`src/rtl/apb_host_master.sv`:
```
// apb_host_master: turns single-word host requests into APB read/write
// transfers toward the k-means register file. One response per accepted
// request; a per-transfer wait counter aborts transfers the register file
// never completes (e.g. while GO is set).
//
// Handshake: a request is taken on any rising edge where req_valid and
// req_ready are both high. req_ready is high only in IDLE. rsp_valid is a
// single-cycle pulse with no backpressure; rsp_rdata/rsp_err are meaningful
// only while rsp_valid is high.
module apb_host_master #(
  parameter int addrWidth     = 9,
  parameter int dataWidth     = 91,
  parameter int timeout_width = 8,
  // Maximum ACCESS cycles without pready before abort; 0 disables the
  // timeout. Must not exceed 2**timeout_width - 1.
  parameter int TIMEOUT       = 255
) (
  input  logic                 clk,
  input  logic                 rst,
  // host request side
  input  logic                 req_valid,
  output logic                 req_ready,
  input  logic                 req_write,
  input  logic [addrWidth-1:0] req_addr,
  input  logic [dataWidth-1:0] req_wdata,
  // host response side
  output logic                 rsp_valid,
  output logic [dataWidth-1:0] rsp_rdata,
  output logic                 rsp_err,
  output logic [7:0]           err_count,
  output logic                 busy,
  // APB master side
  output logic [addrWidth-1:0] paddr,
  output logic                 pwrite,
  output logic                 psel,
  output logic                 penable,
  output logic [dataWidth-1:0] pwdata,
  input  logic [dataWidth-1:0] prdata,
  input  logic                 pready
);

  typedef enum logic [1:0] {
    IDLE   = 2'd0,
    SETUP  = 2'd1,
    ACCESS = 2'd2
  } state_t;

  localparam bit                     TIMEOUT_EN  = (TIMEOUT != 0);
  localparam logic [timeout_width:0] TIMEOUT_CMP = (timeout_width + 1)'(TIMEOUT);

  state_t                 state_q, state_d;
  logic [timeout_width-1:0] wait_q, wait_d;
  logic [timeout_width:0]   wait_inc;
  logic                   timeout_hit;

  logic [addrWidth-1:0]   paddr_d;
  logic                   pwrite_d;
  logic [dataWidth-1:0]   pwdata_d;
  logic                   rsp_valid_d;
  logic [dataWidth-1:0]   rsp_rdata_d;
  logic                   rsp_err_d;
  logic [7:0]             err_count_d;

  // Wait count including the current non-ready ACCESS cycle, one bit wider so
  // the comparison against TIMEOUT cannot wrap.
  assign wait_inc    = {1'b0, wait_q} + 1'b1;
  assign timeout_hit = TIMEOUT_EN && (wait_inc == TIMEOUT_CMP);

  // Both come straight from the state register.
  assign req_ready = (state_q == IDLE);
  assign busy      = (state_q != IDLE);

  // Next-state and next-output logic; every target defaults to hold.
  always_comb begin
    state_d     = state_q;
    wait_d      = wait_q;
    paddr_d     = paddr;
    pwrite_d    = pwrite;
    pwdata_d    = pwdata;
    rsp_valid_d = 1'b0;
    rsp_rdata_d = rsp_rdata;
    rsp_err_d   = rsp_err;
    err_count_d = err_count;
    case (state_q)
      IDLE: begin
        if (req_valid) begin
          paddr_d  = req_addr;
          pwrite_d = req_write;
          pwdata_d = req_wdata;
          wait_d   = '0;
          state_d  = SETUP;
        end
      end
      SETUP: begin
        state_d = ACCESS;
      end
      ACCESS: begin
        if (pready) begin
          // A completion in the same cycle as the timeout still succeeds.
          state_d     = IDLE;
          rsp_valid_d = 1'b1;
          rsp_rdata_d = pwrite ? '0 : prdata;
          rsp_err_d   = 1'b0;
        end else begin
          wait_d = wait_q + 1'b1;
          if (timeout_hit) begin
            state_d     = IDLE;
            rsp_valid_d = 1'b1;
            rsp_rdata_d = '0;
            rsp_err_d   = 1'b1;
            if (err_count != 8'hFF) begin
              err_count_d = err_count + 8'd1;
            end
          end
        end
      end
      default: begin
        state_d = IDLE;
      end
    endcase
  end

  // State and registered outputs; psel/penable are registered from the next
  // state so they line up with SETUP/ACCESS without combinational paths.
  always_ff @(posedge clk or posedge rst) begin
    if (rst) begin
      state_q   <= IDLE;
      wait_q    <= '0;
      paddr     <= '0;
      pwrite    <= 1'b0;
      pwdata    <= '0;
      psel      <= 1'b0;
      penable   <= 1'b0;
      rsp_valid <= 1'b0;
      rsp_rdata <= '0;
      rsp_err   <= 1'b0;
      err_count <= 8'd0;
    end else begin
      state_q   <= state_d;
      wait_q    <= wait_d;
      paddr     <= paddr_d;
      pwrite    <= pwrite_d;
      pwdata    <= pwdata_d;
      psel      <= (state_d != IDLE);
      penable   <= (state_d == ACCESS);
      rsp_valid <= rsp_valid_d;
      rsp_rdata <= rsp_rdata_d;
      rsp_err   <= rsp_err_d;
      err_count <= err_count_d;
    end
  end

endmodule

```
`config.mk`:
```
export PLATFORM = sky130hd
export DESIGN_NAME = apb_host_master
export DESIGN_NICKNAME = d
export VERILOG_FILES = /design/src/rtl/apb_host_master.sv
export SDC_FILE = /design/constraint.sdc
export NUM_CORES = 1
export LEC_CHECK = 0
export CORE_ASPECT_RATIO = 0.8
export CORE_MARGIN = 2
export CORE_UTILIZATION = 42
export CTS_BUF_LIST = sky130_fd_sc_hd__clkbuf_2 sky130_fd_sc_hd__clkbuf_4 sky130_fd_sc_hd__clkbuf_8
export CTS_CLUSTER_DIAMETER = 120
export DETAILED_ROUTE_END_ITERATION = 12
export PLACE_DENSITY = 0.77
export SYNTH_ARGS = -nofsm -noshare
export SYNTH_HDL_FRONTEND = slang
export SYNTH_SLANG_ARGS = --single-unit
```
`constraint.sdc`:
```
create_clock -name clk -period 8.85 [get_ports clk]
set_clock_uncertainty 0.05 [all_clocks]
set_input_delay 0.885 -clock clk [delete_from_list [all_inputs] [get_ports clk]]
set_output_delay 0.885 -clock clk [all_outputs]
set_load 0.05 [all_outputs]
```
* Word level (Yosys, flattened, before mapping)
Index checks and enable logic that the tools add are counted.
** Storage, ports and cells
- Register bits :: 214
- Input port bits :: 196
- Output and inout port bits :: 206
** Cells by class
- Add/subtract/negate cells :: 3
- Equality and inequality tests :: 7
- Mux-type cells :: 15
- Bitwise gates (word level) :: 1
- Reductions and logical operators :: 9
** Operators with widths (count)
- 91-bit two-way mux :: 3
- 8-bit by 1-bit adder with 8-bit output (second input constant) :: 2
- 8-bit two-way mux :: 2
- 8-bit case mux with 2 select lines :: 1
- 8-bit by 1-bit adder with 9-bit output (second input constant) :: 1
- 9-bit by 8-bit equality test with 1-bit output (second input constant) :: 1
- 8-bit != test (second input constant) :: 1
- 2-bit nonzero test :: 4
- 2-bit two-way mux :: 3
- 2-bit case mux with 3 select lines :: 1
- 1-bit two-way mux :: 5
- 2-bit equality test (second input constant) :: 2
- 2-bit != test (second input constant) :: 2
- 2-bit AND reduction :: 2
- 4-bit AND reduction :: 1
- 3-bit AND reduction :: 1
- 2-bit by 1-bit equality test with 1-bit output (second input constant) :: 1
- 2-bit zero test :: 1
- 1-bit NOT :: 1

* Depth between registers and ports, before layout
Gate-level depths: netlist (run 1).
- Depth in word-level cells :: 6
- Mapped depth :: 9
- Depth with buffers taken out :: 6

* Worst setup path before layout (run 1)
No wires, ideal clock.
- Path kind :: flip-flop to output port
- Start point :: register state_q[1]
- End point :: output port req_ready
- Data arrival time :: 1.223 ns
- Data required time :: 7.915 ns
- Slack :: 6.692 ns
- Cell stages (with the launch flop) :: 3
- Path buffers :: 0
- Path through :: dfrtp_1 -> or2_2 -> inv_1
** On the way
- Cells in the longest elaborated chain, start to end :: 1
** Ends and longest elaborated chain
- start: declaration :: RTL line 51 : state_t state_q, state_d;
- start signal: assignment :: RTL line 139 : state_q <= state_d;
- 2-bit zero test :: RTL line 70 : assign req_ready = (state_q == IDLE);
- end: declaration :: RTL line 22 : output logic req_ready,
Every way passes these cells.

* Final worst setup path (run 1)
- Start point :: input port req_valid
- End point :: register wait_q[6]
** On the way
- Cells in the longest elaborated chain, start to end :: 2
** Ends and longest elaborated chain
- start: declaration :: RTL line 21 : input logic req_valid,
- 2-bit != test (no line)
- 3-bit AND reduction (no line)
- end signal: assignment :: RTL line 140 : wait_q <= wait_d;
- end: declaration :: RTL line 52 : logic [timeout_width-1:0] wait_q, wait_d;
Every way passes these cells.
A chain may end at the register's enable or synchronous reset.

==> results of run 1 <==
-- cells in the mapped netlist, drive strengths merged --
master and number:
or3 1, nor4b 2, o21bai 1, nor2b 1, and4 1, o22ai 3
nand2 6, dfrtp 214, nor3 2, a21oi 1, xor2 10, nor2 7
xnor2 1, o31ai 2, inv 4, or3b 1, a22oi 91, clkbuf 29
nor3b 3, nand3 7, a22o 1, nand2b 93, o21a 1, or2 1
nand4 4, a2bb2oi 1, ha 3, nor4 4, buf 25, o21ai 99
mux2 102, and2 1
-- cell type report --
| cell class | instances | area share |
|---|---|---|
| timing repair buffer | 408 | 0.292 |
| clock buffer | 54 | 0.0489 |
| inverter | 4 | 0.00162 |
| tap | 275 | 0.0247 |
| multi-input combinational | 450 | 0.248 |
| clock inverter | 3 | 0.00144 |
| sequential | 214 | 0.384 |
-- power groups by stage --
| stage | sequential [mW] | clock [mW] | combinational [mW] |
|---|---|---|---|
| 2_1_floorplan | 3.03 | 0 | 0.756 |
| 3_3_place_gp | 1.65 | 0 | 3.24 |
| 3_5_place_dp | 1.67 | 0 | 3.28 |
| 4_1_cts | 1.67 | 0.894 | 3.29 |
| 5_1_grt | 1.72 | 0.931 | 3.41 |
| 6_report | 1.66 | 0.867 | 3.27 |
-- metal layers --
layer / GRT usage / wire [um]
met5: 0 / 0
met4: 0.0761 / 624
met3: 0.0701 / 1980
met2: 0.405 / 13900
met1: 0.283 / 11000
-- path summary, 6_finish.rpt --
path	from	endpoint	slack [ns]	cells after the start
setup / recovery	req_valid	wait_q[6]	5.12	6
hold / removal	pwdata[39]	pwdata[39]	0.45	1
setup reg to reg	state_q[1]	wait_q[6]	5.42	5
hold reg to reg	pwdata[39]	pwdata[39]	0.45	1
max in group asynchronous	rst	pwdata[39]	6.52	3
min in group asynchronous	rst	pwdata[80]	0.80	2
-- per-stage QoR --
step	cells	area, um^2	util
floorplan	722	9080	-
global placement	1351	13200	0.619
detailed placement	1351	13200	0.619
CTS	1408	13900	0.652
global route	1408	13900	0.652
finish	1408	13900	0.652
-- worst max-delay path, cell delays in order --
cell and delay, ns:
clkdlybuf4s50_1 0.47, nor3b_2 0.81, buf_4 0.98, nor2_1 0.40, o21bai_1 0.28, a22o_1 0.23
-- logic make-up (layout without fill, tap and decap cells) --
| group | after synthesis | count (layout) | synth area share |
|---|---|---|---|
| AO/OA/AOI/OAI | 200 | 200 | 0.138 |
| XOR/XNOR | 11 | 11 | 0.0127 |
| adder cells (fa/ha/maj) | 3 | 3 | 0.00413 |
| buffers and inverters | 58 | 469 | 0.0322 |
| flip-flops | 214 | 214 | 0.590 |
| multiplexers | 102 | 102 | 0.127 |
| AND/OR/NAND/NOR | 134 | 134 | 0.0965 |
-- state kept, by name (all words and copies together) (netlist names) --
signal / flops
pwdata: 91
paddr: 9
state_q: 2
wait_q: 8
psel: 1
penable: 1
rsp_err: 1
rsp_valid: 1
err_count: 8
rsp_rdata: 91
pwrite: 1
==> load_flow_metrics.sql, run 1 <==
INSERT INTO impl_metrics (metric_group, metric, value, unit) VALUES
('route', 'via_count', '7395', ''),
('power', 'comb_power_share', '0.564', ''),
('sta', 'finalHoldViolCount', '0', ''),
('power', 'vdd.ir_drop.worst', '257', 'uV'),
('yosys', 'synthesis.nets', '921', ''),
('global_routing', 'grt.overflow.total', '0', ''),
('sta', 'finalWorstPathRequiredPeriod', '3.73', 'ns'),
('cells_and_area', 'antenna_cells', '0', ''),
('route', 'post_route_drc_violation_count', '0', ''),
('global_routing', 'grtUsageTotal', '0.234', ''),
('power', 'pwr-share-clk', '0.150', ''),
('yosys', 'synth_sequential_area_ratio', '0.590', ''),
('die', 'rows', '48', ''),
('place', 'preCtsSetupSlack', '4.52', 'ns'),
('sta', 'final_max_slew_viol_count', '0', ''),
('global_routing', 'initial_antenna_violation_count', '0', ''),
('worst_setup_path', 'max_fanout_on_critical_path', '90', ''),
('cts', 'h-tree-depth', '2', ''),
('place', 'finalWeightedCongestion', '0.817', ''),
('route', 'finalWirelength', '27500', 'um'),
('cells_and_area', 'area_growth', '53.5', '%'),
('sta', 'worst_slew_pin_slew', '1.17', 'ns'),
('power', 'p_leak', '5.65', 'nW'),
('power', 'p_switching', '2.73', 'mW'),
('sta', 'finalCritPeriodShare', '0.421', ''),
('place', 'detailed_place_hpwl', '18800', 'um'),
('sta', 'hold_ws', '0.454', 'ns'),
('die', 'initial_core_utilization', '0.425', ''),
('die', 'top_level_ports', '402', ''),
('route', 'drt_iter0_markers', '352', ''),
('cells_and_area', 'drive_above_1_share', '0.161', ''),
('cts', 'cts_hold_buffers', '0', ''),
('cells_and_area', 'final_net_count', '1313', ''),
('min_path', 'hold_path_class', 'reg -> reg', ''),
('cells_and_area', 'final_common_cell', 'clkdlybuf4s50_1', ''),
('yosys', 'synth.avg_cell_area', '12.6', 'um^2'),
('yosys', 'synth_cells', '722', ''),
('power', 'switching_power_as_a_share_of_total_power', '0.471', ''),
('power', 'cellInternalPower', '3.07', 'mW'),
('global_routing', 'number_of_global_route_vias_before_repair', '7744', ''),
('route', 'post_drt_wl_per_cell', '19.5', 'um'),
('worst_setup_path', 'worstSetupStartpointType', 'input pin', ''),
('cts', 'post_cts.repair.setup_buffers', '0', ''),
('cts', 'path_clk_slew', '0.06', 'ns'),
('cts', 'cts_resized', '0', ''),
('power', 'power.sequential.fraction', '0.287', ''),
('run_status', 'outcome', 'complete, no violations', ''),
('global_routing', 'grt_pass1_wl', '42200', 'um'),
('route', 'count_of_nets_left_with_antenna_violations_after_detail_routing', '0', ''),
('sta', 'fmaxAchievable', '268', 'MHz'),
('yosys', 'mappedNetlistArea', '9080', 'um^2'),
('cells_and_area', 'fill_cells', '1679', ''),
('yosys', 'synth_area_leaders', 'dfrtp_1 (59%), mux2_2 (13%), a22oi_1 (7.5%), nand2b_1 (6.4%), o21ai_0 (4.9%)', ''),
('cts', 'clock_insertion_delay_worst_skew', '0.50', 'ns'),
('power', 'power-per-cell-area', '416', 'nW/um^2'),
('cts', 'clk_path_buf_depth', '3', ''),
('sta', 'postLayoutSetupSlackWorst', '5.12', 'ns'),
('yosys', 'netlist_cell_types', '42', ''),
('die', 'fp.dieW', '168', 'um'),
('sta', 'unrepaired_setup_endpoints_after_global_routing', 'false', ''),
('yosys', 'yosysWarnings', '0', ''),
('die', 'die_area', '22800', 'um^2'),
('die', 'fp.coreArea', '21400', 'um^2'),
('worst_setup_path', 'worst-endpoint-arrival', '4.07', 'ns'),
('cells_and_area', 'multiInputGateArea', '3450', 'um^2'),
('global_routing', 'grt_start_max_net_pins', '97', ''),
('sta', 'fin_tns_setup', '0', 'ns'),
('power', 'p_total', '5.80', 'mW'),
('job', 'max-cap-violations', '0', ''),
('cts', 'tritoncts', 'yes', ''),
('worst_setup_path', 'crit_path_end_kind', 'register', '');
No activity file was read; power rests on OpenSTA's default activity.
==> run 2, diff against run 1 <==
==> constraint.sdc (replaced) <==
create_clock -name clk -period 3.6 [get_ports clk]
set_clock_uncertainty 0.05 [all_clocks]
set_input_delay 0.36 -clock clk [delete_from_list [all_inputs] [get_ports clk]]
set_output_delay 0.36 -clock clk [all_outputs]
set_load 0.05 [all_outputs]
==> run 2 against run 1 <==
Sequential share of layout area is 0.40 points lower. Cell area is 1.0% higher. Die area stayed put. Critical endpoint is now req_ready. Register-to-register slack worse by 4.3 ns. Hold slack worse by 0.16 ns. Global-route usage shrank 0.42 points. Largest power group unchanged. Setup slack got worse by 4.1 ns. Sequential power rose by 150%.
==> load_flow_metrics.sql, run 2 (synthesis gave the netlist of run 1 again) <==
INSERT INTO impl_metrics (metric_group, metric, value, unit) VALUES
('die', 'die_height', '136', 'um'),
('worst_setup_path', 'timing.rr.end', 'rsp_rdata[54]', ''),
('cts', 'post_cts.repair.setup_buffers', '0', ''),
('sta', 'fmaxAchievable', '385', 'MHz'),
('worst_setup_path', 'worst-endpoint-arrival', '2.19', 'ns'),
('place', 'io_buffers', '401', ''),
('min_path', 'holdPathEnd', 'rsp_err', ''),
('sta', 'finalHoldViolCount', '0', ''),
('place', 'dp.cells', '1357', ''),
('power', 'vdd.ir_drop.worst', '811', 'uV'),
('route', 'finalWirelength', '26900', 'um'),
('worst_setup_path', 'worst-endpoint-required', '3.19', 'ns'),
('route', 'detailedRoute.firstPassIterationCount', '5', ''),
('cells_and_area', 'layout_top_registers', 'pwdata x91, rsp_rdata x91, paddr x9', ''),
('sta', 'final_max_slew_viol_count', '0', ''),
('worst_setup_path', 'worstSetupStartpointType', 'register', ''),
('cells_and_area', 'area_growth', '55.1', '%'),
('route', 'post_drt_wl_per_cell', '19.0', 'um'),
('cts', 'h-tree-depth', '2', ''),
('sta', 'fin_tns_setup', '0', 'ns'),
('cells_and_area', 'stdcell_count', '1417', ''),
('worst_setup_path', 'crit_path_end_kind', 'output port', ''),
('worst_setup_path', 'worst-setup-path-type', 'reg -> out', ''),
('cells_and_area', 'drive_above_1_share', '0.167', ''),
('global_routing', 'grt_pass1_wl', '41400', 'um'),
('global_routing', 'number_of_global_route_vias_before_repair', '7546', ''),
('global_routing', 'initial_antenna_violation_count', '0', ''),
('cts', 'cts_buffers', '37', ''),
('min_path', 'worst_hold_path.num_cells', '2', ''),
('cells_and_area', 'commonest_cells_after_routing_fill_and_taps_aside', 'clkdlybuf4s50_1 (400), dfrtp_1 (214), mux2_2 (101)', ''),
('cts', 'clock-sinks', '214', ''),
('route', 'count_of_nets_left_with_antenna_violations_after_detail_routing', '0', ''),
('die', 'fp.dieW', '168', 'um'),
('cts', 'cts_root_buf', 'clkbuf_8', ''),
('cells_and_area', 'final_net_count', '1320', ''),
('route', 'post_route_drc_violation_count', '0', ''),
('min_path', 'hold_path_class', 'in -> reg', ''),
('place', 'finalWeightedCongestion', '0.768', ''),
('worst_setup_path', 'ff2ff_path_depth', '5', ''),
('worst_setup_path', 'worst-r2r-setup-slack', '1.17', 'ns'),
('cts', 'path_clk_slew', '0.05', 'ns'),
('die', 'fp.coreArea', '21400', 'um^2'),
('sta', 'setup_viol_count_final', '0', ''),
('worst_setup_path', 'setup.worst_path.start', 'state_q[1]', ''),
('die', 'rows', '48', ''),
('place', 'detailed_place_hpwl', '18600', 'um'),
('sta', 'finalCritPeriodShare', '0.721', ''),
('worst_setup_path', 'max_fanout_on_critical_path', '9', ''),
('sta', 'hold_ws', '0.294', 'ns'),
('cts', 'clk_path_buf_depth', '3', ''),
('power', 'power-per-cell-area', '1020', 'nW/um^2'),
('die', 'top_level_ports', '402', ''),
('worst_setup_path', 'crit-reg2reg-launch', 'state_q[0]', ''),
('route', 'via_count', '7370', ''),
('global_routing', 'grt.overflow.total', '0', ''),
('die', 'die_area', '22800', 'um^2'),
('cts', 'clock_insertion_delay_worst_skew', '0.52', 'ns'),
('min_path', 'hold_path_startpoint', 'pready', ''),
('global_routing', 'grtUsageTotal', '0.230', ''),
('job', 'max-cap-violations', '0', ''),
('run_status', 'outcome', 'complete, no violations', ''),
('cells_and_area', 'antenna_cells', '0', ''),
('cts', 'tritoncts', 'yes', ''),
('cts', 'cts_hold_buffers', '0', ''),
('power', 'p_leak', '5.71', 'nW'),
('die', 'initial_core_utilization', '0.425', ''),
('sta', 'finalWorstPathRequiredPeriod', '2.60', 'ns'),
('cells_and_area', 'final_common_cell', 'clkdlybuf4s50_1', ''),
('sta', 'unrepaired_setup_endpoints_after_global_routing', 'false', ''),
('route', 'drt_iter0_markers', '486', ''),
('global_routing', 'grt_start_max_net_pins', '101', ''),
('power', 'p_total', '14.3', 'mW'),
('route', 'routed_via_density', '5.20', ''),
('sta', 'worst_slew_pin_slew', '1.03', 'ns'),
('cts', 'cts_resized', '0', ''),
('sta', 'timing.max_slew.rel_slack', '0.311', '');
==> run 2: changes by cell type in the layout (fill, tap and decap cells not counted), sizes merged <==
cell	change
buf	+6
bufinv	+1
clkbuf	-2
clkinv	+4
clkinvlp	+1
inv	-1
==> run 2: final cells by class <==
type | count | area (um^2)
Timing Repair Buffer | 414 | 4180
Sequential cell | 214 | 5360
Inverter | 4 | 18.8
Fill cell | 1690 | 7300
Tap cell | 275 | 344
Multi-Input combinational cell | 450 | 3450
Clock inverter | 8 | 70.1
Clock buffer | 52 | 659
==> run 2: power breakdown <==
part | switching (mW) | internal (mW) | total [mW] | leakage, nW
combinational | 5.07 | 2.94 | 8.01 | 2.93
clock | 0.959 | 1.25 | 2.21 | 0.385
sequential | 0.673 | 3.42 | 4.09 | 2.40
total | 6.71 | 7.60 | 14.3 | 5.71
==> run 2: worst max path at each step <==
stage                          to
finish                  req_ready
global route            req_ready
CTS                     req_ready
detailed placement  rsp_rdata[71]
global placement    rsp_rdata[78]
floorplan            err_count[0]
==> run 2: worst max-delay path, stage by stage (launching register included) <==
cell             delay (ns)
dfrtp_1                0.49
or2_2                  0.36
inv_1                  0.06
clkdlybuf4s50_1        0.79
==> run 2: metrics by stage <==
step | setup slack [ns] | util | instance area, um^2
2_1_floorplan | 0.406 | - | 9080
3_3_place_gp | 1.21 | 0.624 | 13300
3_5_place_dp | 1.18 | 0.624 | 13300
4_1_cts | 0.974 | 0.658 | 14100
5_1_grt | 0.916 | 0.658 | 14100
6_report | 1.00 | 0.658 | 14100
==> run 2: layer usage <==
layer | global-route usage | share of wire
met5 | 0 | 0
met1 | 0.295 | 0.42
met2 | 0.378 | 0.48
met3 | 0.0672 | 0.070
met4 | 0.0752 | 0.025
